==> config.mk <==
export PLATFORM = sky130hd
export DESIGN_NAME = bsg_dmc_traffic_gen
export DESIGN_NICKNAME = d
export VERILOG_FILES = /design/src/rtl/bsg_dmc_traffic_gen.sv
export SDC_FILE = /design/constraint.sdc
export NUM_CORES = 1
export LEC_CHECK = 0
export CAP_MARGIN = 25
export CELL_PAD_IN_SITES_DETAIL_PLACEMENT = 0
export CELL_PAD_IN_SITES_GLOBAL_PLACEMENT = 1
export CORE_MARGIN = 3
export CORE_UTILIZATION = 42
export DETAILED_ROUTE_END_ITERATION = 8
export MAX_ROUTING_LAYER = met4
export PLACE_DENSITY = 0.88
export SYNTH_ARGS = -nofsm -noshare
export SYNTH_HDL_FRONTEND = slang
export SYNTH_SLANG_ARGS = --single-unit
==> constraint.sdc <==
create_clock -name clk_i -period 8.7 [get_ports clk_i]
set_clock_uncertainty 0.2 [all_clocks]
set_input_delay 1.305 -clock clk_i [delete_from_list [all_inputs] [get_ports clk_i]]
set_output_delay 1.305 -clock clk_i [all_outputs]
set_load 0.02 [all_outputs]
==> src/rtl/bsg_dmc_traffic_gen.sv <==
// bsg_dmc_traffic_gen: deterministic write/read sweep generator and read-data
// checker that drives a DRAM controller's command, write and read channels.
// Beat data is (seed + word index) replicated across the beat; the checker
// regenerates the expected value from its own count of consumed read beats.
module bsg_dmc_traffic_gen #(
    parameter int data_width_p      = 32,
    parameter int addr_width_p      = 28,
    parameter int burst_len_p       = 2,
    parameter int count_width_p     = 16,
    parameter int max_outstanding_p = 4
) (
    input  logic                      clk_i,
    input  logic                      reset_i,
    input  logic                      start_i,
    input  logic [1:0]                mode_i,
    input  logic [addr_width_p-1:0]   base_addr_i,
    input  logic [count_width_p-1:0]  num_bursts_i,
    input  logic [31:0]               seed_i,
    output logic                      cmd_v_o,
    output logic                      cmd_write_o,
    output logic [addr_width_p-1:0]   cmd_addr_o,
    input  logic                      cmd_ready_i,
    output logic                      wdata_v_o,
    output logic [data_width_p-1:0]   wdata_o,
    output logic [data_width_p/8-1:0] wmask_o,
    input  logic                      wdata_ready_i,
    input  logic                      rdata_v_i,
    input  logic [data_width_p-1:0]   rdata_i,
    output logic                      rdata_yumi_o,
    output logic                      busy_o,
    output logic                      done_o,
    output logic [count_width_p-1:0]  error_count_o,
    output logic                      first_err_v_o,
    output logic [addr_width_p-1:0]   first_err_addr_o,
    output logic [data_width_p-1:0]   first_err_data_o
);

    localparam int BEAT_BYTES  = data_width_p / 8;
    localparam int BURST_BYTES = burst_len_p * BEAT_BYTES;
    localparam int REPL        = data_width_p / 32;
    localparam int BEAT_W      = (burst_len_p > 1) ? $clog2(burst_len_p) : 1;
    localparam int OUT_W       = $clog2(max_outstanding_p + 1);

    localparam logic [1:0] MODE_WR         = 2'd0;
    localparam logic [1:0] MODE_RD         = 2'd1;
    localparam logic [1:0] MODE_INTERLEAVE = 2'd3;

    typedef enum logic [2:0] {
        IDLE    = 3'd0,
        WR_CMD  = 3'd1,
        WR_DATA = 3'd2,
        RD_CMD  = 3'd3,
        DRAIN   = 3'd4,
        DONE    = 3'd5
    } state_e;

    state_e state, state_n;

    // Sweep configuration captured at start
    logic [1:0]               mode;
    logic [addr_width_p-1:0]  base;
    logic [count_width_p-1:0] num_bursts;
    logic [31:0]              seed;

    // Sweep progress
    logic [count_width_p-1:0] burst;
    logic [BEAT_W-1:0]        wr_beat;
    logic [31:0]              rd_word;
    logic [OUT_W-1:0]         outstanding;

    // Checker state
    logic [count_width_p-1:0] error_count;
    logic                     first_err_v;
    logic [addr_width_p-1:0]  first_err_addr;
    logic [data_width_p-1:0]  first_err_data;

    logic start_accept;
    logic last_burst;
    logic wr_last;
    logic rd_last;
    logic rd_room;
    logic cmd_fire;
    logic wr_fire;
    logic rd_cmd_fire;
    logic beat_in_burst;
    logic rd_burst_done;
    logic mismatch;
    logic [31:0] wr_word;
    logic [data_width_p-1:0] rd_expect;
    logic [addr_width_p-1:0] rd_addr;

    // Replicates a 32-bit pattern word across the full beat width.
    function automatic logic [data_width_p-1:0] pattern(input logic [31:0] word);
        return {REPL{word}};
    endfunction

    // Increment that sticks at all-ones instead of wrapping.
    function automatic logic [count_width_p-1:0] sat_inc(input logic [count_width_p-1:0] val);
        return (val == '1) ? val : val + count_width_p'(1);
    endfunction

    assign start_accept = start_i && ((state == IDLE) || (state == DONE));
    assign last_burst   = (burst == num_bursts - count_width_p'(1));
    assign wr_last      = (wr_beat == BEAT_W'(burst_len_p - 1));
    assign rd_last      = ((rd_word & 32'(burst_len_p - 1)) == 32'(burst_len_p - 1));
    assign rd_room      = (outstanding < OUT_W'(max_outstanding_p));

    assign busy_o       = (state == WR_CMD) || (state == WR_DATA) ||
                          (state == RD_CMD) || (state == DRAIN);
    assign done_o       = (state == DONE);

    assign cmd_fire     = cmd_v_o && cmd_ready_i;
    assign wr_fire      = wdata_v_o && wdata_ready_i;
    assign rd_cmd_fire  = cmd_fire && !cmd_write_o;

    // Burst address wraps silently at the top of the address space.
    assign cmd_addr_o   = base + addr_width_p'(burst) * addr_width_p'(BURST_BYTES);
    assign wr_word      = 32'(burst) * 32'(burst_len_p) + 32'(wr_beat);
    assign wdata_o      = pattern(seed + wr_word);
    assign wmask_o      = '0;

    assign rdata_yumi_o  = rdata_v_i && busy_o;
    assign beat_in_burst = rdata_yumi_o && (outstanding != '0);
    assign rd_burst_done = beat_in_burst && rd_last;
    assign rd_expect     = pattern(seed + rd_word);
    assign rd_addr       = base + addr_width_p'(rd_word) * addr_width_p'(BEAT_BYTES);
    assign mismatch      = (rdata_i != rd_expect);

    assign error_count_o    = error_count;
    assign first_err_v_o    = first_err_v;
    assign first_err_addr_o = first_err_addr;
    assign first_err_data_o = first_err_data;

    // State register
    always_ff @(posedge clk_i) begin
        if (reset_i) state <= IDLE;
        else         state <= state_n;
    end

    // Next-state and channel valid decode
    always_comb begin
        state_n     = state;
        cmd_v_o     = 1'b0;
        cmd_write_o = 1'b0;
        wdata_v_o   = 1'b0;
        case (state)
            IDLE, DONE: begin
                if (start_i) begin
                    if (num_bursts_i == '0)    state_n = DONE;
                    else if (mode_i == MODE_RD) state_n = RD_CMD;
                    else                        state_n = WR_CMD;
                end
            end
            WR_CMD: begin
                cmd_v_o     = 1'b1;
                cmd_write_o = 1'b1;
                if (cmd_ready_i) state_n = WR_DATA;
            end
            WR_DATA: begin
                wdata_v_o = 1'b1;
                if (wdata_ready_i && wr_last) begin
                    if (mode == MODE_INTERLEAVE) state_n = RD_CMD;
                    else if (!last_burst)        state_n = WR_CMD;
                    else if (mode == MODE_WR)    state_n = DONE;
                    else                         state_n = RD_CMD;
                end
            end
            RD_CMD: begin
                // Withhold the read command while the in-flight limit is reached.
                cmd_v_o = rd_room;
                if (rd_room && cmd_ready_i) begin
                    if (last_burst)                   state_n = DRAIN;
                    else if (mode == MODE_INTERLEAVE) state_n = WR_CMD;
                end
            end
            DRAIN: begin
                if (outstanding == '0) state_n = DONE;
            end
            default: state_n = IDLE;
        endcase
    end

    // Configuration latch and command/write-beat progress counters
    always_ff @(posedge clk_i) begin
        if (reset_i) begin
            mode       <= '0;
            base       <= '0;
            num_bursts <= '0;
            seed       <= '0;
            burst      <= '0;
            wr_beat    <= '0;
        end else if (start_accept) begin
            mode       <= mode_i;
            base       <= base_addr_i;
            num_bursts <= num_bursts_i;
            seed       <= seed_i;
            burst      <= '0;
            wr_beat    <= '0;
        end else begin
            if (wr_fire) begin
                wr_beat <= wr_last ? '0 : wr_beat + BEAT_W'(1);
                // Interleaved mode reads back the same burst before advancing.
                if (wr_last && (mode != MODE_INTERLEAVE)) begin
                    burst <= last_burst ? '0 : burst + count_width_p'(1);
                end
            end
            if (rd_cmd_fire) begin
                burst <= burst + count_width_p'(1);
            end
        end
    end

    // Read commands in flight: up on command accept, down on last beat of a burst
    always_ff @(posedge clk_i) begin
        if (reset_i || start_accept) begin
            outstanding <= '0;
        end else begin
            case ({rd_cmd_fire, rd_burst_done})
                2'b10:   outstanding <= outstanding + OUT_W'(1);
                2'b01:   outstanding <= outstanding - OUT_W'(1);
                default: outstanding <= outstanding;
            endcase
        end
    end

    // Read-data checker: compare each consumed beat with the regenerated pattern
    always_ff @(posedge clk_i) begin
        if (reset_i || start_accept) begin
            rd_word        <= '0;
            error_count    <= '0;
            first_err_v    <= 1'b0;
            first_err_addr <= '0;
            first_err_data <= '0;
        end else if (rdata_yumi_o) begin
            if (outstanding == '0) begin
                // Stray beat with no read pending: counted, never captured.
                error_count <= sat_inc(error_count);
            end else begin
                rd_word <= rd_word + 32'd1;
                if (mismatch) begin
                    error_count <= sat_inc(error_count);
                    if (!first_err_v) begin
                        first_err_v    <= 1'b1;
                        first_err_addr <= rd_addr;
                        first_err_data <= rdata_i;
                    end
                end
            end
        end
    end

endmodule

==> summary.txt <==
Run status
  – Status: finished, final reports clean

Drt
  – ANT nets after route: 0
  – DR WL/cell: ~20 µm
  – WL final: between 50 and 60 mm
  – Post-route DRC: 0
  – Via Count: 14.4k
  – Iteration count of the initial detailed-routing pass: 5
  – Vias per inst: around 5.6
  – Starting DRT DRC Count: approximately 950

Finish
  – Area delta synth->final: 25.4%
  – ANT cells: 0
  – Layout cells sized above 1: 3.15%
  – Fill count: 3237
  – Nets@finish: 2327

Timing
  – Final-report hold violation count: 0
  – Final setup viols: 0
  – Final min period: 6.08 ns
  – Slew Viols, Final: 0
  – Slew @ Worst Pin: around 1 ns
  – Max_slew headroom: about a third
  – Final period utilization: between 60% and 70%
  – Fin Setup TNS: 0 ns
  – Fmax: approximately 0.16 GHz
  – RSZ-0062 raised after global routing: false

Clock network
  – Num CTS Buffers: 25
  – CTS tree: yes
  – Hold-fix buffers at CTS: 0
  – Clock Tree Root: clkbuf_16
  – Worst skew pair latency: roughly 0.55 ns
  – Htree depth: 1
  – Max clock buf depth: 3
  – PostCTS Resize Cnt: 0
  – Post-CTS Setup Bufs: 0
  – Clock sink total: 210
  – Clock transition at path regs: ~0.07 ns

Power
  – Pleak: a little over 7 nW
  – Peak VDD IR: between 0.15 and 0.2 mV
  – Final Power: 3.50 mW
  – Power per cell area: 192 nW/µm²

Floorplan
  – Core Region: ~34000 µm²
  – Row count: 67
  – Initial Util: between 40 and 50%
  – Die area: approximately 37000 µm²
  – Die W: 192 µm
  – Die Y: 192 µm
  – I/O pins: 263

Place
  – RD Place Congestion: 0.934
  – I/O Buffers: about 260
  – HPWL Detailed: 39.1 mm

Global routing
  – First-pass GRT wire length: between 70 and 80 mm
  – Grt met1 use: 36.5%
  – Busiest grt layer: met2
  – Total gr overflow: 0
  – M2 GR Usage: ~45%
  – Met3 Use GR: roughly 2.6%
  – Largest net degree at the start of global routing: between 90 and 100
  – Via count of the first global-routing pass: 13.6k
  – Initial antenna violation count: 0
  – Total Routing Usage GR: a little over a quarter

Yosys
  – Cell taking the most area after synthesis: dfxtp_1
  – Post-synth top area share: between 20% and 30%
  – Async SR Flop Fraction: 0%
  – Synth cell count leaders: nand2_1, dfxtp_1, a21oi_1
  – Primary FF master, synth: dfxtp_1
  – Yosys synthesis warning count: 0
  – Number of synthesized flops with an enable pin: 0
  – Cell count after synthesis: about 1.9k
  – Post-synthesis sequential area ratio: a little under 30%
  – Synth area leaders: dfxtp_1, nand2_1, ha_1
  – Post-Syn Area: 14500 µm²
  – Seq cells post-synth: 210
  – Top-count cell post-synth: nand2_1
  – Syn_area_per_cell: 7.67 µm²
  – Synth unique cells: 78

Critical path
  – Critical Path AT: about 4.6 ns
  – Setup CP Type: register to primary output
  – Worst Path Max Fanout: 7
  – CP endpoint kind: primary output
  – Critical Path RT: between 7 and 8 ns
  – Crit path launch type: register

Flow run
  – Max_cap viols: 0

Min path
  – Min-delay worst type: register to register
-- area by class of cell --
cell class | instances | area, µm² | share of cell area, %
multi-input combinational | 1558 | 9830 | 53.9
sequential | 210 | 4200 | 23.1
timing repair buffer | 271 | 2700 | 14.8
clock buffer | 39 | 698 | 3.83
tap | 448 | 561 | 3.07
inverter | 46 | 173 | 0.947
clock inverter | 5 | 68.8 | 0.377
-- sequential cells by signal, summed over array words and instances, names as in the netlist --
register,flops
first_err_addr_o,28
rd_word,32
seed,32
mode,2
wr_beat,1
outstanding,3
error_count_o,16
first_err_data_o,32
num_bursts,16
state,3
base,28
burst,16
first_err_v_o,1
-- worst max-delay path, stage by stage (launching register included) --
cell             delay, ns
dfxtp_1               0.52
ha_1                  0.24
inv_1                 0.06
fa_1                  0.40
nor2b_1               0.15
o21ai_0               0.11
a21boi_0              0.35
o41a_1                0.22
a41o_1                0.21
o41a_1                0.20
a41oi_1               0.17
a21oi_1               0.42
nand3_1               0.18
xnor2_1               0.18
clkdlybuf4s50_1       0.62
-- through the flow --
stage                     util, %  setup WS, ns  cells  cell area (µm²)  hold slack, ns
after floorplan                 -          4.18   1899            14500           0.248
after global placement       51.6          3.32   2532            17400           0.243
after detailed placement     51.6          3.19   2532            17400           0.249
after CTS                    53.9          2.59   2576            18200           0.257
after global routing         54.0          2.25   2577            18200           0.273
final                        54.0          2.62   2577            18200           0.253
-- path summary, 6_finish.rpt --
path                                                        from                               end  slack (ns)  cells after the start
worst max register to register           rd_word[0]$_SDFFE_PP0P_  first_err_data_o[3]$_SDFFE_PP0P_        3.60                     13
worst max-delay path                       burst[0]$_SDFFE_PP0P_                    cmd_addr_o[27]        2.62                     14
worst min register to register  first_err_data_o[0]$_SDFFE_PP0P_  first_err_data_o[0]$_SDFFE_PP0P_        0.25                      2
worst min-delay path            first_err_data_o[0]$_SDFFE_PP0P_  first_err_data_o[0]$_SDFFE_PP0P_        0.25                      2
-- power by group --
| group | internal [mW] | total (mW) | switching, mW |
|---|---|---|---|
| clock | 0.582 | 1.01 | 0.425 |
| sequential | 1.05 | 1.19 | 0.136 |
| combinational | 0.531 | 1.30 | 0.773 |
-- cell usage in the layout (no fill, tap or decap), types with 7 or more instances in the layout --
cell type and count:
o211ai_1 14, clkbuf_16 25, inv_1 45, a21o_1 22
o31ai_1 9, a31oi_1 15, dfxtp_1 210, nor3_1 34
nand2_1 396, a22oi_1 7, nor2b_1 12, or3_1 35
nand4_1 30, o21ai_0 62, and3_1 26, and2_1 7
buf_4 12, clkdlybuf4s50_1 257, o21a_1 21, and4_1 9
nor2_1 132, o21bai_1 10, nand3_1 47, mux2i_1 76
a211oi_1 10, nor4_1 11, a21oi_1 176, nand2b_1 22
ha_1 94, xnor2_1 96, clkbuf_1 12, xor2_1 76
-- per-layer routing --
layer	vias up	share of wire (%)	wire, µm
met2	422	46	23400
met1	6819	46	23100
li1	7118	-	-
met4	0	2.6	1300
met5	-	0	0
met3	69	5.1	2570
-- cells by family (layout without fill, tap and decap cells) --
group | Yosys count | in the layout | synth area share [%]
AO/OA/AOI/OAI | 414 | 414 | 17.8
XOR/XNOR | 172 | 172 | 10.4
adder cells (fa/ha/maj) | 99 | 99 | 8.78
buffers and inverters | 131 | 361 | 3.75
flip-flops | 210 | 210 | 28.9
multiplexers | 78 | 78 | 5.39
other | 1 | 4 | 0.0258
AND/OR/NAND/NOR | 791 | 791 | 25.0
Power figures use the tool's default switching activity.
